--- src/rtl/amiv_fb_arbiter_if.sv ---
// Bus bundle between the framebuffer arbiter and its clients/controller.
// The slave modport is the arbiter's view; master is the surrounding system.
interface amiv_fb_arbiter_if;
  logic        in_wr_valid;
  logic [18:0] in_wr_addr;
  logic [15:0] in_wr_data;
  logic        out_wr_ready;
  logic        in_rd_req;
  logic [18:0] in_rd_addr;
  logic        out_rd_ready;
  logic        out_rd_valid;
  logic [15:0] out_rd_data;
  logic        out_sram_start_n;
  logic        out_sram_rw;
  logic        out_sram_fast_write;
  logic [18:0] out_sram_addr;
  logic [15:0] out_sram_data;
  logic        in_sram_busy_n;
  logic [15:0] in_sram_data;

  modport slave (
    input  in_wr_valid, in_wr_addr, in_wr_data, in_rd_req, in_rd_addr,
           in_sram_busy_n, in_sram_data,
    output out_wr_ready, out_rd_ready, out_rd_valid, out_rd_data,
           out_sram_start_n, out_sram_rw, out_sram_fast_write,
           out_sram_addr, out_sram_data
  );

  modport master (
    output in_wr_valid, in_wr_addr, in_wr_data, in_rd_req, in_rd_addr,
           in_sram_busy_n, in_sram_data,
    input  out_wr_ready, out_rd_ready, out_rd_valid, out_rd_data,
           out_sram_start_n, out_sram_rw, out_sram_fast_write,
           out_sram_addr, out_sram_data
  );
endinterface

--- src/rtl/amiv_fb_arbiter.sv ---
// Framebuffer SRAM arbiter: priority scanout reads, FIFO-buffered capture
// writes, and a starvation limit that forces a write after STARVE_MAX reads.
module amiv_fb_arbiter #(
  parameter int FIFO_AW    = 2,
  parameter int STARVE_MAX = 8
) (
  input logic              in_clk,
  input logic              in_reset,
  amiv_fb_arbiter_if.slave bus
);
  localparam int DEPTH = 1 << FIFO_AW;
  localparam int SW    = $clog2(STARVE_MAX + 1);

  typedef enum logic [1:0] {
    S_IDLE  = 2'd0,
    S_ISSUE = 2'd1,
    S_WAIT  = 2'd2
  } state_e;

  state_e             state_q, state_d;
  logic [34:0]        fifo_q [DEPTH];
  logic [FIFO_AW-1:0] wr_ptr_q, rd_ptr_q;
  logic [FIFO_AW:0]   count_q, count_d;
  logic [SW-1:0]      starve_q, starve_d;
  logic               rd_pend_q, rd_pend_d;
  logic [18:0]        rd_addr_q;
  logic               start_n_q, start_n_d;
  logic               rw_q, rw_d;
  logic [18:0]        addr_q, addr_d;
  logic [15:0]        data_q, data_d;
  logic               rd_valid_q, rd_valid_d;
  logic [15:0]        rd_data_q, rd_data_d;

  logic fifo_empty_s, fifo_full_s, push_s, rd_accept_s, rd_want_s, forced_s;
  logic grant_rd_s, grant_wr_s, rd_done_s;

  assign fifo_empty_s = (count_q == (FIFO_AW + 1)'(0));
  assign fifo_full_s  = (count_q == (FIFO_AW + 1)'(DEPTH));
  assign push_s       = bus.in_wr_valid & ~fifo_full_s;
  assign rd_accept_s  = bus.in_rd_req & ~rd_pend_q;
  // A read accepted in the same IDLE cycle competes too, so back-to-back
  // scanout reads are not interleaved with writes after every completion.
  assign rd_want_s    = rd_pend_q | rd_accept_s;
  assign forced_s     = (starve_q == SW'(STARVE_MAX)) & ~fifo_empty_s;

  assign bus.out_wr_ready        = ~fifo_full_s;
  assign bus.out_rd_ready        = ~rd_pend_q;
  assign bus.out_rd_valid        = rd_valid_q;
  assign bus.out_rd_data         = rd_data_q;
  assign bus.out_sram_start_n    = start_n_q;
  assign bus.out_sram_rw         = rw_q;
  assign bus.out_sram_fast_write = 1'b0;
  assign bus.out_sram_addr       = addr_q;
  assign bus.out_sram_data       = data_q;

  // Arbitration, request sequencing and read completion
  always_comb begin
    state_d    = state_q;
    start_n_d  = start_n_q;
    rw_d       = rw_q;
    addr_d     = addr_q;
    data_d     = data_q;
    rd_valid_d = 1'b0;
    rd_data_d  = rd_data_q;
    grant_rd_s = 1'b0;
    grant_wr_s = 1'b0;
    rd_done_s  = 1'b0;
    case (state_q)
      S_IDLE: begin
        start_n_d = 1'b1;
        if (bus.in_sram_busy_n && rd_want_s && !forced_s) begin
          grant_rd_s = 1'b1;
          rw_d       = 1'b1;
          addr_d     = rd_pend_q ? rd_addr_q : bus.in_rd_addr;
          start_n_d  = 1'b0;
          state_d    = S_ISSUE;
        end else if (bus.in_sram_busy_n && !fifo_empty_s) begin
          grant_wr_s       = 1'b1;
          rw_d             = 1'b0;
          {addr_d, data_d} = fifo_q[rd_ptr_q];
          start_n_d        = 1'b0;
          state_d          = S_ISSUE;
        end else begin
          state_d = S_IDLE;
        end
      end
      S_ISSUE: begin
        if (!bus.in_sram_busy_n) begin
          start_n_d = 1'b1;
          state_d   = S_WAIT;
        end else begin
          start_n_d = 1'b0;
        end
      end
      S_WAIT: begin
        if (bus.in_sram_busy_n) begin
          state_d = S_IDLE;
          if (rw_q) begin
            rd_data_d  = bus.in_sram_data;
            rd_valid_d = 1'b1;
            rd_done_s  = 1'b1;
          end else begin
            rd_done_s = 1'b0;
          end
        end else begin
          state_d = S_WAIT;
        end
      end
      default: begin
        state_d   = S_IDLE;
        start_n_d = 1'b1;
      end
    endcase
  end

  // Pending-read flag, FIFO occupancy and starvation counter next state
  always_comb begin
    rd_pend_d = rd_pend_q;
    count_d   = count_q;
    starve_d  = starve_q;
    if (rd_done_s) begin
      rd_pend_d = 1'b0;
    end else if (rd_accept_s) begin
      rd_pend_d = 1'b1;
    end else begin
      rd_pend_d = rd_pend_q;
    end
    case ({push_s, grant_wr_s})
      2'b10:   count_d = count_q + (FIFO_AW + 1)'(1);
      2'b01:   count_d = count_q - (FIFO_AW + 1)'(1);
      default: count_d = count_q;
    endcase
    if (fifo_empty_s || grant_wr_s) begin
      starve_d = SW'(0);
    end else if (grant_rd_s && (starve_q != SW'(STARVE_MAX))) begin
      starve_d = starve_q + SW'(1);
    end else begin
      starve_d = starve_q;
    end
  end

  // State, request and FIFO registers
  always_ff @(posedge in_clk or posedge in_reset) begin
    if (in_reset) begin
      state_q    <= S_IDLE;
      wr_ptr_q   <= '0;
      rd_ptr_q   <= '0;
      count_q    <= '0;
      starve_q   <= '0;
      rd_pend_q  <= 1'b0;
      rd_addr_q  <= 19'd0;
      start_n_q  <= 1'b1;
      rw_q       <= 1'b1;
      addr_q     <= 19'd0;
      data_q     <= 16'd0;
      rd_valid_q <= 1'b0;
      rd_data_q  <= 16'd0;
      for (int i = 0; i < DEPTH; i++) fifo_q[i] <= 35'd0;
    end else begin
      state_q    <= state_d;
      count_q    <= count_d;
      starve_q   <= starve_d;
      rd_pend_q  <= rd_pend_d;
      start_n_q  <= start_n_d;
      rw_q       <= rw_d;
      addr_q     <= addr_d;
      data_q     <= data_d;
      rd_valid_q <= rd_valid_d;
      rd_data_q  <= rd_data_d;
      if (rd_accept_s) rd_addr_q <= bus.in_rd_addr;
      if (push_s) begin
        fifo_q[wr_ptr_q] <= {bus.in_wr_addr, bus.in_wr_data};
        wr_ptr_q         <= wr_ptr_q + FIFO_AW'(1);
      end
      if (grant_wr_s) rd_ptr_q <= rd_ptr_q + FIFO_AW'(1);
    end
  end
endmodule

--- src/flat_wrapper.sv ---
// flat-port wrapper written by rule: the top's interface ports become plain ports
module amiv_fb_arbiter_flat 
#(
  parameter int FIFO_AW    = 2,
  parameter int STARVE_MAX = 8
)
  (in_clk, in_reset, bus_in_wr_valid, bus_in_wr_addr, bus_in_wr_data, bus_in_rd_req, bus_in_rd_addr, bus_in_sram_busy_n, bus_in_sram_data, bus_out_wr_ready, bus_out_rd_ready, bus_out_rd_valid, bus_out_rd_data, bus_out_sram_start_n, bus_out_sram_rw, bus_out_sram_fast_write, bus_out_sram_addr, bus_out_sram_data);
  amiv_fb_arbiter_if bus_i ();
  input logic in_clk;
  input logic in_reset;
  input wire logic [$bits(bus_i.in_wr_valid)-1:0] bus_in_wr_valid;
  input wire logic [$bits(bus_i.in_wr_addr)-1:0] bus_in_wr_addr;
  input wire logic [$bits(bus_i.in_wr_data)-1:0] bus_in_wr_data;
  input wire logic [$bits(bus_i.in_rd_req)-1:0] bus_in_rd_req;
  input wire logic [$bits(bus_i.in_rd_addr)-1:0] bus_in_rd_addr;
  input wire logic [$bits(bus_i.in_sram_busy_n)-1:0] bus_in_sram_busy_n;
  input wire logic [$bits(bus_i.in_sram_data)-1:0] bus_in_sram_data;
  output wire logic [$bits(bus_i.out_wr_ready)-1:0] bus_out_wr_ready;
  output wire logic [$bits(bus_i.out_rd_ready)-1:0] bus_out_rd_ready;
  output wire logic [$bits(bus_i.out_rd_valid)-1:0] bus_out_rd_valid;
  output wire logic [$bits(bus_i.out_rd_data)-1:0] bus_out_rd_data;
  output wire logic [$bits(bus_i.out_sram_start_n)-1:0] bus_out_sram_start_n;
  output wire logic [$bits(bus_i.out_sram_rw)-1:0] bus_out_sram_rw;
  output wire logic [$bits(bus_i.out_sram_fast_write)-1:0] bus_out_sram_fast_write;
  output wire logic [$bits(bus_i.out_sram_addr)-1:0] bus_out_sram_addr;
  output wire logic [$bits(bus_i.out_sram_data)-1:0] bus_out_sram_data;
  assign bus_i.in_wr_valid = bus_in_wr_valid;
  assign bus_i.in_wr_addr = bus_in_wr_addr;
  assign bus_i.in_wr_data = bus_in_wr_data;
  assign bus_i.in_rd_req = bus_in_rd_req;
  assign bus_i.in_rd_addr = bus_in_rd_addr;
  assign bus_i.in_sram_busy_n = bus_in_sram_busy_n;
  assign bus_i.in_sram_data = bus_in_sram_data;
  assign bus_out_wr_ready = bus_i.out_wr_ready;
  assign bus_out_rd_ready = bus_i.out_rd_ready;
  assign bus_out_rd_valid = bus_i.out_rd_valid;
  assign bus_out_rd_data = bus_i.out_rd_data;
  assign bus_out_sram_start_n = bus_i.out_sram_start_n;
  assign bus_out_sram_rw = bus_i.out_sram_rw;
  assign bus_out_sram_fast_write = bus_i.out_sram_fast_write;
  assign bus_out_sram_addr = bus_i.out_sram_addr;
  assign bus_out_sram_data = bus_i.out_sram_data;
  amiv_fb_arbiter #(.FIFO_AW(FIFO_AW), .STARVE_MAX(STARVE_MAX)) u_core (.in_clk(in_clk), .in_reset(in_reset), .bus(bus_i));
endmodule
--- config.mk ---
export PLATFORM = sky130hd
export DESIGN_NAME = amiv_fb_arbiter_flat
export DESIGN_NICKNAME = d
export VERILOG_FILES = /design/src/rtl/amiv_fb_arbiter_if.sv /design/src/rtl/amiv_fb_arbiter.sv /design/src/flat_wrapper.sv
export SDC_FILE = /design/constraint.sdc
export NUM_CORES = 1
export LEC_CHECK = 0
export CELL_PAD_IN_SITES_DETAIL_PLACEMENT = 0
export CELL_PAD_IN_SITES_GLOBAL_PLACEMENT = 1
export CORE_MARGIN = 2
export CORE_UTILIZATION = 41
export DETAILED_ROUTE_END_ITERATION = 10
export PLACE_DENSITY_LB_ADDON = 0.1
export SLEW_MARGIN = 20
export SYNTH_ARGS = -nofsm -noshare
export SYNTH_HDL_FRONTEND = slang
export SYNTH_SLANG_ARGS = --single-unit
--- constraint.sdc ---
create_clock -name in_clk -period 7.5 [get_ports in_clk]
set_clock_uncertainty 0.15 [all_clocks]
set_input_delay 0.75 -clock in_clk [delete_from_list [all_inputs] [get_ports in_clk]]
set_output_delay 0.75 -clock in_clk [all_outputs]
set_load 0.01 [all_outputs]
; After elaboration in Yosys (flattened, before gate mapping)
; Cells that the tools add are included.
[classes]
n_addsub = 5
order_cmp = 3
n_eq_ne = 8
n_mux = 33
bitwise = 10
reduce_logical = 17
[ops]
columns = operator, n
row1 = bitwise mux 140 bit, 1
row2 = two-way mux 35 bit, 3
row3 = binary-select mux 35 bit (select 2 bit), 1
row4 = demux 35 bit (select 2 bit), 1
row5 = two-way mux 19 bit, 3
row6 = two-way mux 1 bit, 16
row7 = two-way mux 4 bit, 2
row8 = nonzero test 2 bit, 4
row9 = >= comparator 3 bit (second input constant), 2
row10 = two-way mux 2 bit, 3
row11 = NOT 2 -> 3 bit, 2
row12 = case mux 2 bit (3 select lines), 1
row13 = case mux 3 bit (2 select lines), 1
row14 = AND reduction 3 bit, 2
row15 = logical AND 1 bit, 5
row16 = adder 2 x 1 -> 2 bit (second input constant), 2
row17 = adder 4 x 1 -> 4 bit (second input constant), 1
row18 = equality test 2 x 1 -> 1 bit (second input constant), 2
row19 = equality test 2 bit (second input constant), 2
row20 = equality test 4 bit (second input constant), 1
row21 = inequality test 4 bit (second input constant), 1
row22 = NOT 1 bit, 4
row23 = adder 3 x 1 -> 3 bit (second input constant), 1
row24 = AND 1 bit, 3
row25 = other kinds (11), 12
[totals]
reg_bits = 227
inputBits = 75

; Longest topological paths before layout
[depth]
word_depth = 10
ltp_mapped = 11
depth_no_buf = 10

; Least setup slack after synthesis
; Ideal clock, no wire load.
[synth_path]
path_type = input -> register
start = input bus_in_sram_busy_n
end = register u_core.count_q[2]
setup_ns = 0.079
t_arrival_ns = 2.702
t_required_ns = 7.271
path_slack_ns = 4.569
cell_stages = 11
n_path_buf = 3
cell_sequence = buf_2 > or3b_1 > buf_2 > a211oi_4 > buf_6 > ha_1 > inv_1 > fa_1 > xor2_1 > nor2_1 > xor2_1
[synth_via]
elab_chain_cells = 6
word_cells_on_any_way = 10
[synth_lines]
columns = element, line
row1 = from (decl), flat_wrapper.sv:16  ; input wire logic [$bits(bus_i.in_sram_busy_n)-1:0] bus_in_sram_busy_n;
row2 = logical AND 1 bit (on tied branches), "amiv_fb_arbiter.sv:77, amiv_fb_arbiter.sv:71"
row3 = two-way mux 1 bit / logical AND 1 bit (equally long branches), "amiv_fb_arbiter.sv:77, amiv_fb_arbiter.sv:71"
row4 = two-way mux 1 bit (*), amiv_fb_arbiter.sv:71  ; if (bus.in_sram_busy_n && rd_want_s && !forced_s) begin
row5 = two-way mux 1 bit (*), amiv_fb_arbiter.sv:68  ; case (state_q)
row6 = net u_core.grant_wr_s, amiv_fb_arbiter.sv:35  ; logic grant_rd_s, grant_wr_s, rd_done_s;
row7 = equality test 2 x 1 -> 1 bit / equality test 2 bit (equally long branches), amiv_fb_arbiter.sv:128  ; case ({push_s, grant_wr_s})
row8 = case mux 3 bit (2 select lines) / nonzero test 2 bit (equally long branches), -
row9 = to (signal assigned), amiv_fb_arbiter.sv:161  ; count_q <= count_d;
row10 = to (decl), amiv_fb_arbiter.sv:23  ; logic [FIFO_AW:0] count_q, count_d;
; The timed path passes the listed nets; every way through them passes the cells marked *.
; A chain may end at the register's enable or synchronous reset.

; Worst setup path after layout
[layout_path]
start = register u_core.rd_pend_q
end = output bus_out_rd_ready
[layout_via]
elab_chain_cells = 1
[layout_lines]
columns = element, line
row1 = from (decl), amiv_fb_arbiter.sv:25  ; logic rd_pend_q, rd_pend_d;
row2 = from (signal assigned), amiv_fb_arbiter.sv:163  ; rd_pend_q <= rd_pend_d;
row3 = NOT 1 bit, amiv_fb_arbiter.sv:47  ; assign bus.out_rd_ready = ~rd_pend_q;
row4 = to (decl), flat_wrapper.sv:19  ; output wire logic [$bits(bus_i.out_rd_ready)-1:0] bus_out_rd_ready;
; Every way passes these cells.

==> results.yml <==
die:
  die_height_um: 160
  fp-row-count: 57
  fp.dieW_um: 160
  core-area_mm2: 0.0242
  start_util_pct: 41.4
  ios: 132
  die_area_mm2: 0.0257
sta:
  tightest_slew_ns: 0.980
  max-slew-margin-rel_pct: 34.5
  post-route-period-util_pct: 45.2
  fin_tns_setup_ns: 0
  fin_crit_ns: 3.39
  max_freq_ghz: 0.295
  final-hold-violation-count: 0
  setup_viol: 0
  slew_viol_final: 0
  final_critical_path_setup_slack_ns: 4.11
  rsz0062_at_grt: "no"
clocking:
  numClockSinks: 227
  cts-resized-gates: 0
  tritoncts: "done"
  insertion_delay_ns: 0.52
  cts_hold_buf: 0
  postCtsSetupRepairBufs: 0
  cts-root-buf: "clkbuf_16"
  htree_levels: 1
  cts_buffer_depth: 3
  cts_buffers: 25
  clk_pin_slew_ns: 0.06
cells_and_area:
  nets: 900
  regArea_mm2: 0.00569
  antenna_cells: 0
  fill_cells: 2053
  multiInputGateArea_mm2: 0.00399
  drive_above_1_share_pct: 29.8
  syn_to_final_growth_pct: 22.5
logic_synthesis:
  synth_xor_area_share_pct: 0.612
  netlist.area_leader.share_pct: 56.2
  synth_area_leaders: "dfrtp_1, mux2_2, mux4_2, nand2_1, mux2_1"
  ys.warnings.count: 0
  synth_area_mm2: 0.0100
  synth-edff-count: 0
  synthMuxAreaShare_pct: 27.5
  ys_async_sr_fraction_pct: 100
  synth_top_family_by_area: "multiplexers"
  synth_top_area_cell: "dfrtp_1"
  synth_ff_type: "dfrtp_1"
  ys_seq_area_share_pct: 56.7
  syn_inst: 696
  post_synth_num_cell_types: 40
  yosysMostFrequentCell: "dfrtp_1"
  synth-compound-area-share_pct: 4.10
  yosys.area_share.simple_pct: 6.44
  synth_fp_nets: 779
  synth-seq-cells: 227
  synth_fa_ha_area_share_pct: 1.07
  avgSynthCellArea_um2: 14.4
  synthTopCellsByCount: "dfrtp_1, mux2_2, nand2_1"
detailed_routing:
  drt-met1-wl_um: 9660
  route.met3.wl_um: 829
  dr.first_iter.drc_count: 245
  dr.pass1.iters: 4
  highest_layer: "met4"
  wl_um: 21300
  drtAntennaViolNets: 0
  viasPerCell: 5.13
  num_vias: 5934
  wl_per_cell_um: 18.4
  drc_errors: 0
  routed-wl-met2_um: 10400
power_and_ir_drop:
  seqPwrFrac_pct: 41.3
  p_comb_share_pct: 37.2
  p_sw_mw: 1.70
  p_per_area_mw_per_mm2: 444
  p_leak_nw: 5.22
  power_mw: 5.45
  power.share.switching_pct: 31.1
  ir_drop_v: 0.000200
  power.internal_mw: 3.75
  power_frac_clock_pct: 21.5
worst_setup_path:
  end_kind: "output port"
  critPathMaxFanout: 22
  cp.arrival_ns: 2.49
  crit_start: "u_core.rd_pend_q$_DFFE_PP0P_"
  cp.required_ns: 6.60
  worst-r2r-setup-slack_ns: 4.42
  rr_worst_depth: 9
  start_kind: "register"
  r2r_start: "u_core.rd_pend_q$_DFFE_PP0P_"
  path_class: "reg -> out"
grt:
  overflow: 0
  grt_max_degree: 147
  grt_first_pass_wirelength_um: 35000
  antenna_found_initial: 0
  grt_pass1_vias: 6492
  gr-usage-all-layers_pct: 17.1
run:
  cap_violations: 0
min_path:
  hold_path_depth: 2
  hold_path.startpoint: "u_core.bus.out_rd_data[2]$_DFFE_PP0P_"
  min_path_type: "reg -> reg"
status:
  outcome: "finished clean"
placed_design:
  io_buffers: 130
  dp_worst_setup_slack_ns: 3.72
  place.gp.congestion: 0.707
  dp_hpwl_um: 13400
## critical path, stage by stage (launching register included)
cell             delay, ns
dfrtp_1               0.63
inv_1                 0.67
clkdlybuf4s50_1       0.67
## per-stage QoR
step | utilization [%] | instances | hold slack, ns | area, um2
finish | 50.7 | 1157 | 0.327 | 12300
global route | 50.7 | 1157 | 0.352 | 12300
CTS | 50.7 | 1157 | 0.329 | 12300
detailed placement | 47.4 | 1114 | 0.316 | 11500
global placement | 47.4 | 1114 | 0.307 | 11500
floorplan | - | 696 | 0.309 | 10000
## routing by layer
layer	up-vias	global-route usage (%)
met5	-	0
met4	0	4.01
met3	31	3.10
met2	113	29.3
met1	3066	22.8
li1	2724	-
## final timing paths
| check | endpoint |
|---|---|
| max | bus_out_rd_ready |
| max reg2reg | u_core.count_q[2]$_DFFE_PP0P_ |
| min in group asynchronous | u_core.fifo_q[107]$_DFFE_PP0P_ |
| min reg2reg | u_core.bus.out_rd_data[2]$_DFFE_PP0P_ |
| min | u_core.bus.out_rd_data[2]$_DFFE_PP0P_ |
| max in group asynchronous | u_core.rd_addr_q[2]$_DFFE_PP0P_ |
## layout make-up
type                            count  share of cell area (%)
Timing Repair Buffer              134                    10.9
Inverter                           12                   0.469
Sequential cell                   227                    46.4
Multi-Input combinational cell    417                    32.5
Tap cell                          324                    3.30
Clock inverter                      4                   0.224
Clock buffer                       39                    6.26
## state kept, by name, indices dropped and copies added, names as in the netlist
name / count
u_core.fifo_q: 140
u_core.bus.out_sram_addr: 19
u_core.rd_addr_q: 19
u_core.bus.out_rd_data: 16
u_core.bus.out_sram_data: 16
u_core.starve_q: 4
u_core.count_q: 3
u_core.rd_ptr_q: 2
u_core.state_q: 2
u_core.wr_ptr_q: 2
u_core.bus.out_rd_valid: 1
u_core.bus.out_sram_rw: 1
u_core.bus.out_sram_start_n: 1
u_core.rd_pend_q: 1
## placed cells by master, fill, tap and decap left out, types with 2 or more instances in the layout
master           count
nand2_4              4
clkdlybuf4s50_1    130
mux2_2             157
clkinv_2             2
xor2_1               3
dfrtp_1            223
inv_6                2
buf_4                3
clkbuf_8             9
nand4b_1             2
and2_1              20
a211oi_1            19
o21ai_0              3
o31ai_1             19
nand3_1              4
xnor2_1              4
inv_1               10
dfstp_2              2
mux4_2              35
nand2_1             77
a21oi_1              5
clkbuf_1             5
clkbuf_16           25
mux2_1              18
ha_1                 7
nor2_1              24
## power by group through the flow
stage	combinational [mW]	sequential, mW	clock (mW)
floorplan	1.51	2.15	0
global placement	2.01	2.23	0
detailed placement	2.06	2.28	0
CTS	2.07	2.26	1.21
global route	2.22	2.34	1.26
finish	2.03	2.25	1.17
## cell families (layout without fill, tap and decap cells)
family	count (synthesis)	after routing
flip-flops	227	227
multiplexers	210	210
AND/OR/NAND/NOR	138	138
AO/OA/AOI/OAI	53	53
buffers and inverters	52	189
adder cells (fa/ha/maj)	8	8
XOR/XNOR	7	7
other	1	1
Note: power is estimated with default switching activity, not from simulation.
